## src/rtl/wrapper_reg_arbiter.sv

```systemverilog
// Round-robin arbiter sharing one register-protocol target between two masters.
// Ownership is held until the target acknowledges, or until the watchdog forces completion.
module wrapper_reg_arbiter #(
    parameter int          ADDRWIDTH = 12,
    parameter int          TIMEOUT   = 16,
    parameter logic [31:0] ERR_RDATA = 32'hDEADBEEF
) (
    input  logic                 hclk,
    input  logic                 hresetn,
    input  logic [ADDRWIDTH-1:0] m0_addr,
    input  logic                 m0_read_en,
    input  logic                 m0_write_en,
    input  logic [3:0]           m0_byte_strobe,
    input  logic [31:0]          m0_wdata,
    output logic [31:0]          m0_rdata,
    output logic                 m0_wready,
    output logic                 m0_rready,
    input  logic [ADDRWIDTH-1:0] m1_addr,
    input  logic                 m1_read_en,
    input  logic                 m1_write_en,
    input  logic [3:0]           m1_byte_strobe,
    input  logic [31:0]          m1_wdata,
    output logic [31:0]          m1_rdata,
    output logic                 m1_wready,
    output logic                 m1_rready,
    output logic [ADDRWIDTH-1:0] s_addr,
    output logic                 s_read_en,
    output logic                 s_write_en,
    output logic [3:0]           s_byte_strobe,
    output logic [31:0]          s_wdata,
    input  logic [31:0]          s_rdata,
    input  logic                 s_wready,
    input  logic                 s_rready,
    output logic [1:0]           grant,
    output logic                 timeout_pulse
);

    localparam int CW = (TIMEOUT > 0) ? $clog2(TIMEOUT + 1) : 1;

    typedef enum logic [1:0] {IDLE, OWN0, OWN1} state_e;

    state_e          state_q, state_d;
    logic            last_q, last_d;
    logic [CW-1:0]   cnt_q, cnt_d;

    logic            req0, req1;
    logic [1:0]      gnt;
    logic            active, sel_req, sel_wr, sel_rd, tmo, done;
    logic [ADDRWIDTH-1:0] sel_addr;
    logic [3:0]      sel_strb;
    logic [31:0]     sel_wdata;

    assign req0 = m0_read_en | m0_write_en;
    assign req1 = m1_read_en | m1_write_en;

    always_ff @(posedge hclk) begin
        if (!hresetn) begin
            state_q <= IDLE;
            last_q  <= 1'b1;
            cnt_q   <= '0;
        end else begin
            state_q <= state_d;
            last_q  <= last_d;
            cnt_q   <= cnt_d;
        end
    end

    // Grant decode and selected-master mux, shared by next-state and output logic.
    always_comb begin
        gnt = 2'b00;
        if (hresetn) begin
            case (state_q)
                OWN0:    gnt = 2'b01;
                OWN1:    gnt = 2'b10;
                default: begin
                    if (req0 && req1)  gnt = last_q ? 2'b01 : 2'b10;
                    else if (req0)     gnt = 2'b01;
                    else if (req1)     gnt = 2'b10;
                end
            endcase
        end
        active    = |gnt;
        sel_req   = gnt[1] ? req1           : req0;
        sel_wr    = gnt[1] ? m1_write_en    : m0_write_en;
        sel_rd    = (gnt[1] ? m1_read_en    : m0_read_en) & ~sel_wr;
        sel_addr  = gnt[1] ? m1_addr        : m0_addr;
        sel_strb  = gnt[1] ? m1_byte_strobe : m0_byte_strobe;
        sel_wdata = gnt[1] ? m1_wdata       : m0_wdata;
        tmo       = (TIMEOUT > 0) && (state_q != IDLE) && sel_req && (cnt_q == CW'(TIMEOUT));
        done      = active && sel_req && (tmo || (sel_wr && s_wready) || (sel_rd && s_rready));
    end

    always_comb begin
        state_d = state_q;
        last_d  = last_q;
        cnt_d   = cnt_q;
        if (!active || !sel_req) begin
            // Idle, or owner withdrew its request: drop ownership without touching priority.
            state_d = IDLE;
            cnt_d   = '0;
        end else if (done) begin
            state_d = IDLE;
            last_d  = gnt[1];
            cnt_d   = '0;
        end else begin
            state_d = gnt[1] ? OWN1 : OWN0;
            cnt_d   = cnt_q + 1'b1;
        end
    end

    always_comb begin
        logic        wr_rdy, rd_rdy;
        logic [31:0] rdat;
        grant         = gnt;
        timeout_pulse = tmo;
        s_write_en    = active & sel_wr & ~tmo;
        s_read_en     = active & sel_rd & ~tmo;
        s_addr        = active ? sel_addr  : '0;
        s_byte_strobe = active ? sel_strb  : '0;
        s_wdata       = active ? sel_wdata : '0;
        wr_rdy        = sel_wr & (tmo | s_wready);
        rd_rdy        = sel_rd & (tmo | s_rready);
        rdat          = (tmo && sel_rd) ? ERR_RDATA : s_rdata;
        m0_wready     = gnt[0] & wr_rdy;
        m0_rready     = gnt[0] & rd_rdy;
        m0_rdata      = gnt[0] ? rdat : '0;
        m1_wready     = gnt[1] & wr_rdy;
        m1_rready     = gnt[1] & rd_rdy;
        m1_rdata      = gnt[1] ? rdat : '0;
    end

endmodule

```

## config.mk

```make
export PLATFORM = sky130hd
export DESIGN_NAME = wrapper_reg_arbiter
export DESIGN_NICKNAME = d
export VERILOG_FILES = /design/src/rtl/wrapper_reg_arbiter.sv
export SDC_FILE = /design/constraint.sdc
export NUM_CORES = 1
export LEC_CHECK = 0
export CORE_AREA = 2 2 101 103
export CTS_CLUSTER_DIAMETER = 150
export DETAILED_ROUTE_END_ITERATION = 12
export DIE_AREA = 0 0 103 105
export SLEW_MARGIN = 20
export SYNTH_ARGS = -nofsm -noshare
export SYNTH_HDL_FRONTEND = slang
export SYNTH_SLANG_ARGS = --single-unit
```

## constraint.sdc

```tcl
create_clock -name hclk -period 4.3 [get_ports hclk]
set_input_delay 0.645 -clock hclk [delete_from_list [all_inputs] [get_ports hclk]]
set_output_delay 0.645 -clock hclk [all_outputs]
set_load 0.02 [all_outputs]
```

==> out/results.txt <==
Clk Tree Root Cell = clkbuf_8
FF+latch count, synth = 8
CP top delay family = buffers and inverters
initial antenna violation count = 0
vias in the first global route = 2961
pwr dens = 180 mW/mm2
CTS tree = yes
post-synthesis sequential area ratio = 0.0924
Layout area overhead = 159%
status = complete, no violations
Worst Hold Path EP = cnt_q[0]
fillers = 987
R2R setup slack = 1.78 ns
port bufs = 256
GRT Util Overall = 0.171
IO Pins = 257
Core Footprint = 0.00964 mm2
Final min period = 3.91 ns
Final Hold Viols = 0
Worst Max-Slew Pin Slew = 0.621 ns
Congestion Overflow GR = 0
Post-CTS Setup Bufs = 0
Worst EP arrival = 3.27 ns
Post-synth EDFFs = 0
Final Total Pwr = 0.809 mW
Buffers & Inverters on Critical Path = 2
min-delay worst type = reg -> reg
Syn Area/Cell = 5.07 um2
worst-skew pair later-pin latency = 0.22 ns
Slew HR = 0.579
Residual DRC = 0
CP Cell Sequence = clkdlybuf4s50_1, o21a_1, o311ai_1, a211oi_4, nor2_2, and2_1, clkdlybuf4s50_1
Hold Path Origin = cnt_q[0]
Synth Warn # = 0
Routability Congestion = 0.856
fin crit share = 0.910
Critical Path RT = 3.65 ns
f_max = 256 MHz
Avg WL per Cell = 14.3 um
die area = 0.0108 mm2
H-tree levels = 1
post-synth cell types = 40
initial detailed-routing violation count = 105
Startpoint Class = primary input
CTS clock-pin slew for the worst setup and hold paths = 0.04 ns
Clock Tree Buf Depth = 2
Mapped Area = 0.00173 mm2
Post-DP HPWL = 8000 um
Top cell by count, worst path = clkdlybuf4s50_1
CTS Sinks = 8
critical path fanouts, max = 9
first-pass GRT wire length = 15000 um
non-filler instance count after layout = 715
placed cell count = 712
ys async rst share = 0
max incr delay on CP = 0.61 ns
total CTS buffers = 3
WL final = 10200 um
hold path cells = 1
number of inserted diodes = 0
Layout Nets = 725
First-pass DRT Iterations = 4
Die X-Extent = 103 um
row cnt = 36
unrepaired setup endpoints after global routing = false
prevailing post-synth register cell = dfxtp_1
Peak VDD IR = 0.0994 mV
post-route ant nets = 0
Mapped Cells = 342
CP max stage cell = clkdlybuf4s50_1
Hold-fix buffers, CTS = 0
Setup violations, final = 0
clock skew = 0.00217 ns
routed vias/inst = 4.33
share of layout cells above drive strength 1 = 0.0395
Critical Path Sink Type = primary output
critical path class = in -> out
syn nets = 483
max-slew violation count = 0
Critical R2R Launch = state_q[0]
RR Endpoint = last_q
final core utilization = 0.466
die height = 105 um
largest net degree at the start of global routing = 78
Starting Density = 0.180
setup TNS = 0 ns
R2R cell count = 8
vias = 3096
leakage power = 1.74 nW
# resized after CTS = 0
Max-Cap Viols = 0
[logic make-up after synthesis]
logic type / count (synthesis) / synth area share
flip-flops: 8 / 0.0924
multiplexers: 1 / 0.00650
buffers and inverters: 36 / 0.0823
XOR/XNOR: 3 / 0.0152
adder cells (fa/ha/maj): 5 / 0.0361
AND/OR/NAND/NOR: 220 / 0.531
AO/OA/AOI/OAI: 69 / 0.236
[metal layers]
metal,track usage,vias up,share of wire
li1,-,1578,-
met1,0.199,1342,0.39
met2,0.305,168,0.48
met3,0.0522,8,0.12
met4,0.0320,0,0.012
met5,0,-,0
[state kept, by name, summed over array words and instances, names as in the netlist]
signal	count
cnt_q	5
state_q	2
last_q	1
[worst max path at each step]
| stage | startpoint | end | slack (ns) | cells after the start |
|---|---|---|---|---|
| floorplan | m1_write_en | m0_wready | 1.23 | 7 |
| global placement | m0_write_en | m0_rdata[20] | 0.45 | 7 |
| detailed placement | m0_write_en | m0_rdata[29] | 0.38 | 7 |
| CTS | m0_write_en | m0_rdata[20] | 0.37 | 7 |
| global route | m0_write_en | m0_rdata[20] | 0.20 | 7 |
| finish | m0_write_en | m0_rdata[8] | 0.39 | 7 |
[cells in the mapped netlist (2+ instances only)]
cell type | n | area (um2)
nand2_1 | 103 | 387
nor2_1 | 84 | 315
o21ai_0 | 51 | 255
clkbuf_1 | 19 | 71.3
and2_1 | 17 | 106
dfxtp_1 | 8 | 160
inv_1 | 8 | 30.0
buf_2 | 6 | 30.0
ha_1 | 5 | 62.6
nand3_1 | 4 | 20.0
a211oi_1 | 2 | 15.0
buf_1 | 2 | 7.51
nor2_2 | 2 | 12.5
nor3_1 | 2 | 10.0
o21a_1 | 2 | 15.0
o311ai_1 | 2 | 17.5
xor2_1 | 2 | 17.5
[cells in the final DEF, fill, tap and decap left out, types with 4 or more instances in the layout]
cell type | synthesis | layout
and2_1 | 17 | 17
buf_4 | 0 | 5
clkdlybuf4s50_1 | 0 | 256
dfxtp_1 | 8 | 8
ha_1 | 5 | 5
inv_1 | 8 | 8
nand2_1 | 103 | 102
nand3_1 | 4 | 4
nor2_1 | 84 | 84
o21ai_0 | 51 | 51
[through the flow]
step | hold WS (ns) | worst slack [ns] | area, um2
2_1_floorplan | 0.430 | 1.23 | 1730
3_3_place_gp | 0.447 | 0.447 | 4450
3_5_place_dp | 0.462 | 0.381 | 4450
4_1_cts | 0.470 | 0.371 | 4500
5_1_grt | 0.493 | 0.204 | 4500
6_report | 0.465 | 0.388 | 4500
[worst register-to-register path, stage by stage (launching register included)]
cell	delay, ns
dfxtp_1	0.32
inv_1	0.06
ha_1	0.41
o31a_2	0.42
inv_2	0.31
buf_4	0.21
mux2_2	0.37
a31o_2	0.24
o211ai_1	0.09
[final cells by class]
class | instances | area [um2] | area share
clock buffer | 3 | 41.3 | 0.00918
inverter | 9 | 33.8 | 0.00751
multi-input combinational | 298 | 1430 | 0.319
sequential | 8 | 160 | 0.0356
tap | 133 | 166 | 0.0370
timing repair buffer | 264 | 2660 | 0.592
[where the power goes]
group,internal (mW),total [mW],leakage [nW],switching (mW)
sequential,0.0794,0.0830,0.0652,0.00356
combinational,0.326,0.639,1.66,0.314
clock,0.0604,0.0869,0.0216,0.0265
Power figures use the tool's default switching activity.
